**config.mk**
```make
export PLATFORM = sky130hd
export DESIGN_NAME = exe_muldiv_unit
export DESIGN_NICKNAME = d
export VERILOG_FILES = /design/src/rtl/muldiv_pkg.sv /design/src/rtl/muldiv_operand_prep.sv /design/src/rtl/exe_muldiv_unit.sv
export SDC_FILE = /design/constraint.sdc
export NUM_CORES = 1
export LEC_CHECK = 0
export CELL_PAD_IN_SITES_DETAIL_PLACEMENT = 1
export CELL_PAD_IN_SITES_GLOBAL_PLACEMENT = 1
export CORE_MARGIN = 3
export CORE_UTILIZATION = 30
export CTS_BUF_LIST = sky130_fd_sc_hd__clkbuf_16
export DETAILED_ROUTE_END_ITERATION = 10
export PLACE_DENSITY_LB_ADDON = 0.1
export SLEW_MARGIN = 20
export SYNTH_ARGS = -nofsm -noshare
export SYNTH_HDL_FRONTEND = slang
export SYNTH_SLANG_ARGS = --single-unit
```
**constraint.sdc**
```tcl
create_clock -name clk -period 14.4 [get_ports clk]
set_clock_uncertainty 0.05 [all_clocks]
set_input_delay 2.16 -clock clk [delete_from_list [all_inputs] [get_ports clk]]
set_output_delay 2.16 -clock clk [all_outputs]
set_load 0.05 [all_outputs]
```
**src/rtl/muldiv_pkg.sv**
```systemverilog
// Shared definitions for the RV32M multiply/divide unit.
//   XLEN, RD_W       : operand/result width and destination address width
//   CNT_W            : iteration counter width (one iteration per result bit)
//   FUNCT_*          : funct3 encodings of the eight M-extension ops
//   FUNCT7_MULDIV    : funct7 value that marks an M-extension op for the decoder
//   muldiv_state_t   : unit FSM states
package muldiv_pkg;

  localparam int unsigned XLEN  = 32;
  localparam int unsigned RD_W  = 6;
  localparam int unsigned CNT_W = $clog2(XLEN);

  localparam logic [2:0] FUNCT_MUL    = 3'd0;
  localparam logic [2:0] FUNCT_MULH   = 3'd1;
  localparam logic [2:0] FUNCT_MULHSU = 3'd2;
  localparam logic [2:0] FUNCT_MULHU  = 3'd3;
  localparam logic [2:0] FUNCT_DIV    = 3'd4;
  localparam logic [2:0] FUNCT_DIVU   = 3'd5;
  localparam logic [2:0] FUNCT_REM    = 3'd6;
  localparam logic [2:0] FUNCT_REMU   = 3'd7;

  localparam logic [6:0] FUNCT7_MULDIV = 7'b0000001;

  typedef enum logic [1:0] {
    IDLE,
    CALC,
    DONE
  } muldiv_state_t;

endpackage

```
**src/rtl/muldiv_operand_prep.sv**
```systemverilog
// Combinational operand preparation for the multiply/divide unit.
// Converts operands to unsigned magnitudes and reports their signs, plus the
// divide special cases that bypass the iterative datapath.
//   funct3            in  : op select
//   rs1_data/rs2_data in  : raw operands
//   mag_a/mag_b       out : operand magnitudes
//   sign_a/sign_b     out : operand is treated as signed and is negative
//   div_zero          out : divide/remainder op with zero divisor
//   div_ovf           out : signed divide of most-negative value by -1
module muldiv_operand_prep
  import muldiv_pkg::*;
(
  input  logic [2:0]      funct3,
  input  logic [XLEN-1:0] rs1_data,
  input  logic [XLEN-1:0] rs2_data,
  output logic [XLEN-1:0] mag_a,
  output logic [XLEN-1:0] mag_b,
  output logic            sign_a,
  output logic            sign_b,
  output logic            div_zero,
  output logic            div_ovf
);

  logic is_div;
  logic signed_a;
  logic signed_b;

  always_comb begin
    is_div   = funct3[2];
    // MUL keeps only the low half, which is sign-agnostic, so it runs unsigned.
    signed_a = funct3 inside {FUNCT_MULH, FUNCT_MULHSU, FUNCT_DIV, FUNCT_REM};
    signed_b = funct3 inside {FUNCT_MULH, FUNCT_DIV, FUNCT_REM};
    sign_a   = signed_a & rs1_data[XLEN-1];
    sign_b   = signed_b & rs2_data[XLEN-1];
    mag_a    = sign_a ? -rs1_data : rs1_data;
    mag_b    = sign_b ? -rs2_data : rs2_data;
    div_zero = is_div && (rs2_data == '0);
    div_ovf  = is_div && signed_b && (rs1_data == {1'b1, {(XLEN-1){1'b0}}}) &&
               (rs2_data == '1);
  end

endmodule

```
**src/rtl/exe_muldiv_unit.sv**
```systemverilog
// Multi-cycle RV32M multiply/divide unit in the EXE stage.
// Multiplies use radix-2 shift-add, divides use restoring division, one bit per
// cycle over 32 CALC cycles. Divide-by-zero and signed overflow finish in one
// cycle. Build option MULDIV_FAST_MUL_EN gives all multiplies a single-cycle
// combinational product on the same one-cycle path.
//   clk, rst     in  : clock, asynchronous active-high reset
//   start        in  : M-extension op present in EXE
//   funct3       in  : op select
//   rs1_data     in  : operand A
//   rs2_data     in  : operand B
//   rd_addr      in  : destination of the op
//   flush        in  : kill of the EXE instruction
//   stall        out : hold PC, IF/ID and ID/EXE
//   done         out : one-cycle result-valid pulse
//   result       out : result, qualify with done
//   rd_addr_out  out : destination captured at start
module exe_muldiv_unit
  import muldiv_pkg::*;
(
  input  logic            clk,
  input  logic            rst,
  input  logic            start,
  input  logic [2:0]      funct3,
  input  logic [XLEN-1:0] rs1_data,
  input  logic [XLEN-1:0] rs2_data,
  input  logic [RD_W-1:0] rd_addr,
  input  logic            flush,
  output logic            stall,
  output logic            done,
  output logic [XLEN-1:0] result,
  output logic [RD_W-1:0] rd_addr_out
);

  muldiv_state_t state_q, state_d;

  logic [CNT_W-1:0] cnt_q;
  logic [2:0]       funct3_q;
  logic             sign_a_q, sign_b_q;
  logic [XLEN-1:0]  divisor_q;
  // hi: product upper half / partial remainder; lo: multiplier / dividend-quotient
  logic [XLEN-1:0]  hi_q, lo_q;
  logic [XLEN-1:0]  result_q;
  logic [RD_W-1:0]  rd_q;

  logic [XLEN-1:0] mag_a, mag_b;
  logic            sign_a, sign_b, div_zero, div_ovf;

  muldiv_operand_prep u_prep (
    .funct3   (funct3),
    .rs1_data (rs1_data),
    .rs2_data (rs2_data),
    .mag_a    (mag_a),
    .mag_b    (mag_b),
    .sign_a   (sign_a),
    .sign_b   (sign_b),
    .div_zero (div_zero),
    .div_ovf  (div_ovf)
  );

  logic            accept;
  logic            fast_path;
  logic [XLEN-1:0] fast_result;

  assign accept = (state_q == IDLE) && start && !flush;

`ifdef MULDIV_FAST_MUL_EN
  logic [2*XLEN-1:0] ext_a, ext_b, fast_prod;
  // Low 2*XLEN bits of the 33x33 signed product, computed on sign-extended copies.
  assign ext_a     = {{XLEN{sign_a}}, rs1_data};
  assign ext_b     = {{XLEN{sign_b}}, rs2_data};
  assign fast_prod = ext_a * ext_b;
  assign fast_path = div_zero | div_ovf | !funct3[2];
`else
  assign fast_path = div_zero | div_ovf;
`endif

  always_comb begin
    fast_result = '0;
    if (div_zero) begin
      fast_result = funct3[1] ? rs1_data : '1;
    end else if (div_ovf) begin
      fast_result = funct3[1] ? '0 : {1'b1, {(XLEN-1){1'b0}}};
    end
`ifdef MULDIV_FAST_MUL_EN
    else if (!funct3[2]) begin
      fast_result = (funct3 == FUNCT_MUL) ? fast_prod[XLEN-1:0] : fast_prod[2*XLEN-1:XLEN];
    end
`endif
  end

  // One iteration of the datapath.
  logic [XLEN:0]     mul_sum;
  logic [XLEN:0]     div_shift;
  logic              div_ge;
  logic [XLEN-1:0]   div_diff;
  logic [XLEN-1:0]   hi_n, lo_n;
  logic [2*XLEN-1:0] prod, prod_fix;
  logic [XLEN-1:0]   quot_fix, rem_fix;
  logic [XLEN-1:0]   calc_result;

  always_comb begin
    mul_sum   = {1'b0, hi_q} + {1'b0, (lo_q[0] ? divisor_q : '0)};
    div_shift = {hi_q, lo_q[XLEN-1]};
    div_ge    = div_shift >= {1'b0, divisor_q};
    // Only used when div_ge, where the difference always fits in XLEN bits.
    div_diff  = div_shift[XLEN-1:0] - divisor_q;
    if (funct3_q[2]) begin
      hi_n = div_ge ? div_diff : div_shift[XLEN-1:0];
      lo_n = {lo_q[XLEN-2:0], div_ge};
    end else begin
      hi_n = mul_sum[XLEN:1];
      lo_n = {mul_sum[0], lo_q[XLEN-1:1]};
    end

    prod     = {hi_n, lo_n};
    prod_fix = (sign_a_q ^ sign_b_q) ? -prod : prod;
    quot_fix = (sign_a_q ^ sign_b_q) ? -lo_n : lo_n;
    rem_fix  = sign_a_q ? -hi_n : hi_n;

    if (funct3_q[2]) begin
      calc_result = funct3_q[1] ? rem_fix : quot_fix;
    end else begin
      calc_result = (funct3_q == FUNCT_MUL) ? prod_fix[XLEN-1:0] : prod_fix[2*XLEN-1:XLEN];
    end
  end

  always_ff @(posedge clk or posedge rst) begin
    if (rst) begin
      state_q <= IDLE;
    end else begin
      state_q <= state_d;
    end
  end

  always_comb begin
    state_d = state_q;
    unique case (state_q)
      IDLE:    if (accept) state_d = fast_path ? DONE : CALC;
      CALC:    if (cnt_q == '0) state_d = DONE;
      DONE:    state_d = IDLE;
      default: state_d = IDLE;
    endcase
    if (flush) state_d = IDLE;

    stall = !flush && (((state_q == IDLE) && start) || (state_q == CALC));
    done  = !flush && (state_q == DONE);
  end

  always_ff @(posedge clk or posedge rst) begin
    if (rst) begin
      cnt_q     <= '0;
      funct3_q  <= '0;
      sign_a_q  <= 1'b0;
      sign_b_q  <= 1'b0;
      divisor_q <= '0;
      hi_q      <= '0;
      lo_q      <= '0;
      result_q  <= '0;
      rd_q      <= '0;
    end else if (accept) begin
      cnt_q     <= CNT_W'(XLEN - 1);
      funct3_q  <= funct3;
      sign_a_q  <= sign_a;
      sign_b_q  <= sign_b;
      divisor_q <= mag_b;
      hi_q      <= '0;
      lo_q      <= mag_a;
      rd_q      <= rd_addr;
      if (fast_path) result_q <= fast_result;
    end else if ((state_q == CALC) && !flush) begin
      cnt_q <= cnt_q - 1'b1;
      hi_q  <= hi_n;
      lo_q  <= lo_n;
      if (cnt_q == '0) result_q <= calc_result;
    end
  end

  assign result      = result_q;
  assign rd_addr_out = rd_q;

endmodule

```
==> flow_metrics.env <==
export IMPL_clk_insertion_delay_late_ns=0.48
export IMPL_layout_min_cycle_time_ns=6.72
export IMPL_postCtsHoldBufs=0
export IMPL_synth_top_cell_area_share_pct=23.3
export IMPL_post_route_fraction_of_the_period_consumed_by_the_critical_path_pct=46.7
export IMPL_clk_pin_slew_ns=0.07
export IMPL_antenna_found_initial=3
export IMPL_routed_wirelength_mm=72.1
export IMPL_timing_setup_critical_path_class="in2out"
export IMPL_number_of_clock_sinks=146
export IMPL_gp_congestion=0.938
export IMPL_final_core_utilization_pct=35.1
export IMPL_synth_ff_latch_count=146
export IMPL_yosys_warnings=0
export IMPL_timing_hold_violations_final=0
export IMPL_worst_setup_path_start_kind="input pin"
export IMPL_ys_async_sr_fraction_pct=100
export IMPL_fillCellCount=6364
export IMPL_chipHeight_um=235
export IMPL_grt_first_pass_wirelength_mm=109
export IMPL_critical_path_max_fanout=67
export IMPL_nets=2290
export IMPL_dp_hpwl_mm=57.0
export IMPL_unrepaired_setup_endpoints_after_global_routing="false"
export IMPL_timing_max_slew_rel_slack_pct=24.9
export IMPL_netlist_cell_type_count=93
export IMPL_yosysMostFrequentCell="sky130_fd_sc_hd__nand2_1"
export IMPL_max_freq_ghz=0.149
export IMPL_layout_drive_gt1_share_pct=5.62
export IMPL_dieArea_um2=55100
export IMPL_yosys_top_cells_count="253 x sky130_fd_sc_hd__nand2_1, 185 x sky130_fd_sc_hd__o21ai_0, 166 x sky130_fd_sc_hd__nor2_1"
export IMPL_critPathMaxStageDelay_ns=0.76
export IMPL_area_sequential_um2=3660
export IMPL_synth_ff_type="sky130_fd_sc_hd__dfrtp_1"
export IMPL_ctsHtreeMaxLevel=4
export IMPL_critical_path_cell_chain="clkdlybuf4s50_1, nor2_1, o21ai_4, buf_4, inv_1, clkdlybuf4s50_1"
export IMPL_die_x_um=235
export IMPL_worst_hold_path_type="reg2reg"
export IMPL_vias=16969
export IMPL_post_cts_repair_setup_buffers=0
export IMPL_drt_first_pass_iters=6
export IMPL_master_cell_of_the_clock_root_buffer="sky130_fd_sc_hd__clkbuf_16"
export IMPL_pin_count=117
export IMPL_synthCells=2100
export IMPL_status="finished clean"
export IMPL_synth_edff_count=0
export IMPL_drt_initial_drc_count=1382
export IMPL_synth_fp_nets=2250
export IMPL_clk_path_buf_depth=2
export IMPL_power_leakage_uw=0.00733
export IMPL_wire_per_inst_um=25.4
export IMPL_fin_setup_tns_ns=0
export IMPL_critical_path_slowest_cell="sky130_fd_sc_hd__clkdlybuf4s50_1"
export IMPL_starting_density_pct=30.5
export IMPL_placement_rows=83
export IMPL_first_global_vias=16653
export IMPL_numCtsBuffers=17
export IMPL_transition_time_at_the_pin_with_the_least_slew_margin_ns=1.12
export IMPL_post_synthesis_cell_area_um2=15700
export IMPL_overflow=0
export IMPL_cts_tree="done"
export IMPL_timing_critical_path_required_ns=12.19
export IMPL_pin_count_of_the_biggest_net_entering_global_routing=101
export IMPL_postSynthAreaPerCell_um2=7.48
export IMPL_multi_input_area_um2=11300
export IMPL_worstSetupEndpointType="primary output"
export IMPL_final_setup_viol_count=0
export IMPL_seq_area_frac_synth_pct=23.3
export IMPL_vdd_ir_drop_worst_mv=0.111
export IMPL_placement_io_buffers=116
export IMPL_final_max_slew_violation_count=0
export IMPL_post_synth_top_area_cell="sky130_fd_sc_hd__dfrtp_1"
export IMPL_cts_resized_gates=0
export IMPL_drt_drc_violations_left=0
export IMPL_via_per_inst=5.99
export IMPL_antenna_violating_nets_post_route=0
export IMPL_groute_usage_overall_pct=25.7
export IMPL_power_density_nw_per_um2=190
export IMPL_critPathMostFrequentCell="sky130_fd_sc_hd__clkdlybuf4s50_1"
export IMPL_largest_cells_by_area_after_synthesis="sky130_fd_sc_hd__dfrtp_1 23%, sky130_fd_sc_hd__nand2_1 6.0%, sky130_fd_sc_hd__o21ai_0 5.9%"
export IMPL_flow_area_growth_from_synthesis_pct=15.2
export IMPL_max_cap_violations=0
export IMPL_placeableCoreArea_um2=51500
export IMPL_worst_endpoint_arrival_ns=4.51
## placed cells by master (no fill, tap or decap), drive strengths merged, types with 45 or more instances in the layout
cell type	n
a21oi	138
and2	45
clkdlybuf4s50	116
dfrtp	146
ha	71
inv	86
nand2	253
nor2	166
nor3	56
o21ai	188
xnor2	96
xor2	73
## flip-flops by register name (all words and copies together), names as in the netlist
signal / count
lo_q: 32
funct3_q: 3
rd_addr_out: 6
divisor_q: 32
result: 32
state_q: 2
sign_a_q: 1
cnt_q: 5
sign_b_q: 1
hi_q: 32
## layer usage
layer | global-route usage, % | part of all wire (%) | up-vias
li1 | - | - | 7844
met1 | 37.5 | 48 | 8596
met2 | 39.8 | 45 | 470
met3 | 3.80 | 5.4 | 59
met4 | 5.99 | 1.7 | 0
met5 | 0 | 0 | -
## where the power goes
part	internal, uW	switching (uW)	total, uW	leakage, uW
clock network	256	210	466	0.000288
logic	813	1510	2320	0.00516
registers	497	158	655	0.00189
## stage by stage
step           power [uW]  instances  hold WS, ns  instance area, um^2  setup WS (ns)
2_1_floorplan        2150       2100        0.413                15700           8.27
3_3_place_gp         2920       2801        0.409                17500           7.68
3_5_place_dp         2940       2801        0.411                17500           7.66
4_1_cts              3430       2833        0.431                18100           7.65
5_1_grt              3700       2833        0.470                18100           7.55
6_report             3440       2835        0.423                18100           7.68
## logic make-up after synthesis
family / after synthesis / synth area share (%)
buffers and inverters: 207 / 5.09
AO/OA/AOI/OAI: 685 / 29.0
adder cells (fa/ha/maj): 73 / 5.91
XOR/XNOR: 169 / 9.43
multiplexers: 46 / 2.97
AND/OR/NAND/NOR: 774 / 24.3
flip-flops: 146 / 23.3
## layout make-up
type	instances	area share, %
Clock buffer	17	2.35
Clock inverter	15	0.872
Inverter	81	1.71
Multi-Input combinational cell	1747	62.4
Antenna cell	2	0.0277
Sequential cell	146	20.2
Timing Repair Buffer	147	7.71
Tap cell	680	4.71
## critical path, delay by kind of cell
kind | cells | cell delay (ns)
and+or+nand+nor | 1 | 0.11
buffers and inverters | 4 | 2.14
AOI/OAI and AO/OA | 1 | 0.08
## final timing paths
check	start	to	slack (ns)	cells past startpoint
min in group asynchronous	rst	lo_q[24]	2.19	2
min reg2reg	rd_addr_out[1]	rd_addr_out[1]	0.42	2
max in group asynchronous	rst	lo_q[0]	10.74	3
max reg2reg	divisor_q[18]	result[30]	7.90	19
max	flush	stall	7.68	6
min	rd_addr_out[1]	rd_addr_out[1]	0.42	2
(Power assumes the default switching activity.)
